**src/rtl/ysyx_22040088_ifu.sv**
```systemverilog
// Instruction fetch unit: keeps at most one memory request in flight and hands each fetched word to decode.
// Define YSYX_22040088_IFU_MISALIGN_CHECK_EN to trap misaligned redirect targets in a FAULT state.
module ysyx_22040088_ifu (
  input  logic        clk,
  input  logic        rst,
  output logic        imem_req_valid,
  input  logic        imem_req_ready,
  output logic [63:0] imem_req_addr,
  input  logic        imem_resp_valid,
  input  logic [31:0] imem_resp_data,
  output logic        inst_valid,
  input  logic        inst_ready,
  output logic [31:0] inst,
  output logic [63:0] inst_pc,
  input  logic        redirect_valid,
  input  logic [63:0] redirect_pc,
  output logic        fetch_fault
);
  localparam logic [63:0] RESET_PC = 64'h0000_0000_8000_0000;

`ifdef YSYX_22040088_IFU_MISALIGN_CHECK_EN
  typedef enum logic [1:0] {S_REQ, S_WAIT, S_HOLD, S_FAULT} state_t;
`else
  typedef enum logic [1:0] {S_REQ, S_WAIT, S_HOLD} state_t;
`endif

  state_t      state, state_n;
  logic [63:0] pc, pc_n, redir_target, inst_pc_q;
  logic        kill, kill_n, capture;

`ifdef YSYX_22040088_IFU_MISALIGN_CHECK_EN
  assign redir_target = redirect_pc;
`else
  logic unused_redir_bits;
  assign unused_redir_bits = ^redirect_pc[1:0];
  assign redir_target      = {redirect_pc[63:2], 2'b00};
`endif

  always_ff @(posedge clk or posedge rst) begin
    if (rst) begin
      state     <= S_REQ;
      pc        <= RESET_PC;
      kill      <= 1'b0;
      inst      <= 32'h0;
      inst_pc_q <= 64'h0;
    end else begin
      state <= state_n;
      pc    <= pc_n;
      kill  <= kill_n;
      if (capture) begin
        inst      <= imem_resp_data;
        inst_pc_q <= pc;
      end
    end
  end

  // kill marks a request already accepted by memory whose response must be thrown away.
  always_comb begin
    state_n = state;
    pc_n    = pc;
    kill_n  = kill;
    capture = 1'b0;
    case (state)
      S_REQ: begin
        if (imem_req_ready) state_n = S_WAIT;
        if (redirect_valid) begin
          pc_n = redir_target;
          if (imem_req_ready) kill_n = 1'b1;
        end
      end
      S_WAIT: begin
        if (redirect_valid) begin
          pc_n   = redir_target;
          kill_n = !imem_resp_valid;
          if (imem_resp_valid) state_n = S_REQ;
        end else if (imem_resp_valid) begin
          kill_n  = 1'b0;
          capture = !kill;
          state_n = kill ? S_REQ : S_HOLD;
        end
      end
      S_HOLD: begin
        if (redirect_valid) begin
          pc_n    = redir_target;
          state_n = S_REQ;
        end else if (inst_ready) begin
          pc_n    = pc + 64'd4;
          state_n = S_REQ;
        end
      end
`ifdef YSYX_22040088_IFU_MISALIGN_CHECK_EN
      S_FAULT: begin
        if (imem_resp_valid) kill_n = 1'b0;
        if (redirect_valid) begin
          pc_n    = redir_target;
          state_n = S_REQ;
        end
      end
`endif
      default: state_n = S_REQ;
    endcase
`ifdef YSYX_22040088_IFU_MISALIGN_CHECK_EN
    if (redirect_valid && (redirect_pc[1:0] != 2'b00)) state_n = S_FAULT;
`endif
  end

  assign imem_req_valid = (state == S_REQ);
  assign imem_req_addr  = pc;
  assign inst_valid     = (state == S_HOLD);

`ifdef YSYX_22040088_IFU_MISALIGN_CHECK_EN
  assign fetch_fault = (state == S_FAULT);
  assign inst_pc     = fetch_fault ? pc : inst_pc_q;
`else
  assign fetch_fault = 1'b0;
  assign inst_pc     = inst_pc_q;
`endif

endmodule

```
**config.mk**
```make
export PLATFORM = sky130hd
export DESIGN_NAME = ysyx_22040088_ifu
export DESIGN_NICKNAME = d
export VERILOG_FILES = /design/src/rtl/ysyx_22040088_ifu.sv
export SDC_FILE = /design/constraint.sdc
export NUM_CORES = 1
export LEC_CHECK = 0
export CAP_MARGIN = 20
export CORE_AREA = 10 10 161 133
export DETAILED_ROUTE_END_ITERATION = 7
export DIE_AREA = 0 0 171 143
export PLACE_DENSITY = 0.78
export SYNTH_ARGS = -nofsm -noshare
export SYNTH_HDL_FRONTEND = slang
export SYNTH_SLANG_ARGS = --single-unit
```
**constraint.sdc**
```tcl
create_clock -name clk -period 7.42 [get_ports clk]
set_input_delay 1.484 -clock clk [delete_from_list [all_inputs] [get_ports clk]]
set_output_delay 1.484 -clock clk [all_outputs]
set_load 0.01 [all_outputs]
```
# ---- Yosys cells after proc, flatten, opt, wreduce, memory -nomap -nowiden
# Index checks and enable logic that the tools add are counted.
dict set report totals {
  ff_bits 163
  in_bits 102
  output_inout_bits 163
  wordCells 43
}
dict set report classes {
  addsub 1
  eq_ne 8
  n_mux 20
  reduce_logical 9
}
# op n
set ops {}
lappend ops {{64-bit 2-to-1 mux} 3}
lappend ops {{64-bit case mux with 2 select lines} 1}
lappend ops {{64-bit by 3-bit adder with 64-bit output (second input constant)} 1}
lappend ops {{2-bit 2-to-1 mux} 7}
lappend ops {{1-bit 2-to-1 mux} 7}
lappend ops {{2-bit by 1-bit != test with 1-bit output (second input constant)} 3}
lappend ops {{2-bit case mux with 3 select lines} 1}
lappend ops {{3-bit AND reduction} 2}
lappend ops {{4-bit AND reduction} 1}
lappend ops {{2-bit nonzero test} 2}
lappend ops {{3-bit by 1-bit != test with 1-bit output (second input constant)} 1}
lappend ops {{3-bit != test (second input constant)} 1}
lappend ops {{2-bit by 1-bit equality test with 1-bit output (second input constant)} 1}
lappend ops {{2-bit equality test (second input constant)} 1}
lappend ops {{1-bit zero test} 2}
lappend ops {{2-bit zero test} 1}
lappend ops {{2-bit != test (second input constant)} 1}
lappend ops {{1-bit case mux with 2 select lines} 1}
lappend ops {{2-bit OR reduction} 1}

# ---- Depth between registers and ports, before layout
dict set report depth {
  depth_word 4
  mapped_depth 9
  depth_no_buf 6
}

# ---- Worst setup path before layout
# Ideal clock, no wire load.
dict set report synth_timing {
  kind {input to register}
  from {in imem_resp_valid}
  to {reg inst[10]}
  setup_ns 0.125
  t_arrival_ns 2.898
  t_required_ns 7.295
  slack_ns 4.397
  cell_stages 6
  path_cell_list {nand3b_1 > or3_1 > clkbuf_1 > clkbuf_1 > clkbuf_1 > mux2_2}
}
dict set report synth_via {
  elab_chain_len 3
}
# item line_no
set synth_rtl {}
lappend synth_rtl {{start: declaration} 9} ;# input logic imem_resp_valid,
lappend synth_rtl {{1-bit 2-to-1 mux} 76} ;# end else if (imem_resp_valid) begin
lappend synth_rtl {{1-bit 2-to-1 mux} 72} ;# if (redirect_valid) begin
lappend synth_rtl {{1-bit 2-to-1 mux} 63} ;# case (state)
lappend synth_rtl {{end signal: assignment} 51} ;# inst <= imem_resp_data;
lappend synth_rtl {{end: declaration} 13} ;# output logic [31:0] inst,
# No other way between the ends.
# A chain may end at the register's enable or synchronous reset.

# ---- Worst setup path in the final report
dict set report layout_timing {
  from {in redirect_valid}
  to {reg pc[49] (netlist: imem_req_addr[49])}
}
dict set report layout_via {
  elab_chain_len 2
  elab_cells_between_ends 5
  classes_between {eq/ne (2); mux (2); reduce/logical (1)}
}
# item line_no
set layout_rtl {}
lappend layout_rtl {{start: declaration} 15} ;# input logic redirect_valid,
lappend layout_rtl {{3-bit by 1-bit != test with 1-bit output (no source line) (tied with other cells)} n/a}
lappend layout_rtl {{3-bit AND reduction (no source line) or 64-bit case mux with 2 select lines (tied branches)} n/a}
lappend layout_rtl {{end signal: assignment} 48} ;# pc <= pc_n;
lappend layout_rtl {{end: declaration} 28} ;# logic [63:0] pc, pc_n, redir_target, inst_pc_q;
# Several ways; a longest one is shown, not always the timed one.

==> flow_results.org <==
** Placed design
- Post-detailed-placement cell area :: 10750 sq um
- I/O Buffers :: 257
- Routability-driven placement finished with a final weighted congestion of 0.8796.
- After detailed placement, the design holds a cell count of 1228.
- Before CTS, the worst setup slack after placement is 3224 ps.
- Placed wire-length estimate after detailed placement :: 19820 um

** Die
- Die width :: 171 um
- Count of boundary I/O pins :: 265
- Die Outline Area :: 24450 sq um
- Number of placement rows :: 44
- The die is 143 um tall.
- Starting density of the core :: 44.45%
- Area of the core :: 18060 sq um

** Layout
- For this run, the number of standard cells in the final layout without fillers is 1261.
- From synthesis to final layout, the design area changed by 41.12%.
- The top cell types in the final layout, fill and taps aside, are 257 x sky130_fd_sc_hd__clkdlybuf4s50_1, 158 x sky130_fd_sc_hd__dfrtp_1, 92 x sky130_fd_sc_hd__mux2_2.
- In the final layout, flip-flops and latches occupy 3980 sq um.
- The finished cells cover 11330 sq um.
- Area of the multi-input gates :: 3821 sq um
- Fill cells in the final layout number 1466.
- Most common cell after layout, fill and taps aside :: sky130_fd_sc_hd__clkdlybuf4s50_1
- The final layout contains 1121 nets.
- Fraction of layout cells with a size suffix above 1 :: 14.45%
- 0 antenna diodes ended up in the layout.

** STA
- Setup repair after global routing left no endpoint under its margin.
- Largest clock skew in the final design :: 15.45 ps
- Sum of negative setup slack :: 0 ps
- Hold violation total from the final report :: 0
- For the pin with the worst max-slew slack, the measured transition is 1164 ps.
- The final max-slew violation count is 0.
- Worst path setup slack after routing :: 3615 ps
- Time the worst path needs with I/O delays and setup :: 3805 ps
- The final critical path takes up 51.27% of the cycle.
- Worst-case headroom to the max-slew limit :: 21.65%
- Achievable clock frequency :: 262.8 MHz
- Setup violation total in the final timing report :: 0

** Synthesis
- After Yosys synthesis, XOR and XNOR cells account for 0% of the synthesized area.
- Largest family of logic cells by synthesized area :: simple AND/OR/NAND/NOR gates
- Yosys attributes the largest share of cell area to sky130_fd_sc_hd__dfrtp_1 49%, sky130_fd_sc_hd__mux2_2 13%, sky130_fd_sc_hd__a21oi_1 3.0%.
- Number of enable flip-flop cells after synthesis :: 0
- Synth Area in Compound Gates :: 13.25%
- The Yosys step of the flow raised 0 warnings.
- Post-synthesis cell count :: 791
- Adder and majority cell fraction of the synthesized area :: 0.1559%
- Synth Area in Simple Gates :: 20.23%
- Largest area contributor in the synthesized netlist :: sky130_fd_sc_hd__dfrtp_1
- The synthesized netlist contains 58 unique library cells.
- Main synth FF type :: sky130_fd_sc_hd__dfrtp_1
- Portion of the post-synthesis area used by sequential elements :: 49.59%
- The cell area that synthesis handed to floorplanning was 8026 sq um.
- Multiplexer fraction of the synthesized cell area :: 13.28%
- Average instance area after synthesis :: 10.15 sq um
- The share of synthesized area in the top cell type comes to 49.26%.
- Seq cells post-synth :: 159
- Share of synthesized flip-flops with an asynchronous set or reset :: 100.0%

** Clock network
- Clk_lat worst skew :: 440 ps
- Number of gates given a new drive strength after cts :: 0
- For this design, the sink count on the clock tree is 159.
- Once the clock tree was built, the setup fixing pass inserted 0 buffers.
- H-tree depth :: 4
- Clock edge transition at the registers on the reported setup and hold paths :: 70 ps
- Post-cts hold buffer count :: 0
- Clock tree from TritonCTS :: done
- Counting the buffers created by CTS gives 17.
- Buffer levels on the longest clock path :: 2
- The cell sitting at the root of the clock tree is a sky130_fd_sc_hd__clkbuf_16.

** Worst setup path
- Critical-path top delay cell :: sky130_fd_sc_hd__buf_4
- Ordered cell list for the critical path :: clkdlybuf4s50_1 > nor3b_2 > buf_4 > nand2_1 > or4_1 > nand3_1
- The critical path starts at redirect_valid.
- Worst Setup End Kind :: flop
- The worst setup path is of the in2reg kind.
- The worst register-to-register path begins at imem_req_addr[3].
- The kind of cell with the highest combined delay along the critical path is simple AND/OR/NAND/NOR gates.
- STA puts the critical path data required time at 7780 ps.
- The worst setup path is launched from an input port.
- Along the worst path, the maximum fanout reaches 107.
- Maximum single-stage delay on the critical path :: 780 ps
- Arrival time worst endpoint :: 4160 ps
- The critical path contains buffers and inverters numbering 2 combined.

** Drt
- In this run, the number of DRC markers left after iteration 0 of detailed routing was 750.
- For this run, design rule violations remaining after detail routing come to 0.
- The routed layout has 7635 vias.
- After detailed routing, the average wire length per cell comes to 22.28 um.
- After detailed routing, the number of vias per cell comes to 6.055.
- The detail route stage leaves a number of antenna-violating nets equal to 0.
- Detailed-route wire length :: 28100 um
- Pre-antenna DRT Iters :: 5

** Global routing
- GRT Residual Overflow :: 0
- Pin count of the biggest net entering global routing :: 108
- Vias in the first global route :: 7379
- First-pass GRT wire length :: 42960 um
- Overall routing resource usage :: 22.23%
- Antenna violations before repair :: 2

** Hold path
- The worst hold path belongs to the class reg2reg.
- Start point of the worst min-delay path :: inst_pc[4]

** Pwr
- Power density over cell area :: 313.2 nW/um^2
- For this design the static power due to leakage is 4.438 nW.
- Summing internal, switching and leakage power gives 3.548 mW.
- Across the VDD grid, the largest voltage drop is 0.0002171 V.

** Flow run
- Across the run, the number of max-cap violations was 0.

** Outcome
- The flow ran to the end, and the final reports show no timing, DRC or antenna violations.
## stage by stage
stage | hold WS, ps | util (%)
after floorplan | 458.0 | -
after global placement | 471.1 | 59.55
after detailed placement | 478.5 | 59.55
after CTS | 501.3 | 62.58
after global routing | 515.2 | 62.73
final | 499.8 | 62.73
## worst paths after layout
kind,to,slack [ps],depth (start not counted)
worst max-delay path,imem_req_addr[49],3620,6
worst min register to register,inst_pc[4],500,2
worst max register to register,imem_req_addr[58],4140,6
max in group asynchronous,imem_req_addr[31],4700,4
worst min-delay path,inst_pc[4],500,2
min in group asynchronous,inst[23],1550,2
## sequential cells by signal (all words and copies together), names as in the netlist
signal and cells:
kill 1, state 2, imem_req_addr 62, inst_pc 62, inst 32
## cells by family (layout without fill, tap and decap cells)
family / after synthesis / after routing
other: 1 / 5
AND/OR/NAND/NOR: 302 / 302
multiplexers: 95 / 95
flip-flops: 159 / 159
AO/OA/AOI/OAI: 165 / 165
adder cells (fa/ha/maj): 1 / 1
buffers and inverters: 68 / 304
## layer usage
layer	wire length, um	track usage, %
met1	10970	27.91
met2	12970	34.38
met3	3750	9.669
met4	389	5.756
met5	13	0
## cells in the mapped netlist, types with 6 or more instances
cell	count
sky130_fd_sc_hd__a211oi_1	6
sky130_fd_sc_hd__a21oi_1	48
sky130_fd_sc_hd__mux2_2	92
sky130_fd_sc_hd__a2bb2oi_1	11
sky130_fd_sc_hd__and3_1	16
sky130_fd_sc_hd__dfrtp_1	158
sky130_fd_sc_hd__o21ai_0	32
sky130_fd_sc_hd__nand4_1	35
sky130_fd_sc_hd__a22oi_1	7
sky130_fd_sc_hd__nand3_1	45
sky130_fd_sc_hd__or3_1	15
sky130_fd_sc_hd__o211ai_1	9
sky130_fd_sc_hd__and4_1	16
sky130_fd_sc_hd__nor2_1	44
sky130_fd_sc_hd__clkbuf_1	51
sky130_fd_sc_hd__nor4_1	19
sky130_fd_sc_hd__nor3_1	21
sky130_fd_sc_hd__nand2_1	62
sky130_fd_sc_hd__a31oi_1	9
sky130_fd_sc_hd__o22ai_1	11
## final cells by class
| type | count | area share, % |
|---|---|---|
| Multi-Input combinational cell | 568 | 33.73 |
| Tap cell | 230 | 2.541 |
| Clock buffer | 19 | 3.910 |
| Sequential cell | 159 | 35.14 |
| Clock inverter | 13 | 0.9168 |
| Timing Repair Buffer | 267 | 23.55 |
| Inverter | 5 | 0.2099 |
## tightest hold or removal path, stage by stage, from the launching register on
cell and delay [ps]:
sky130_fd_sc_hd__dfrtp_1 350, sky130_fd_sc_hd__nand2_1 50, sky130_fd_sc_hd__o21ai_0 70
## report_power, final
| part | internal, mW | switching [mW] | total (mW) |
|---|---|---|---|
| Clock | 0.443 | 0.391 | 0.833 |
| Sequential | 1.17 | 0.232 | 1.40 |
| Combinational | 0.798 | 0.514 | 1.31 |
| Total | 2.41 | 1.14 | 3.55 |
No activity file was read; power rests on OpenSTA's default activity.
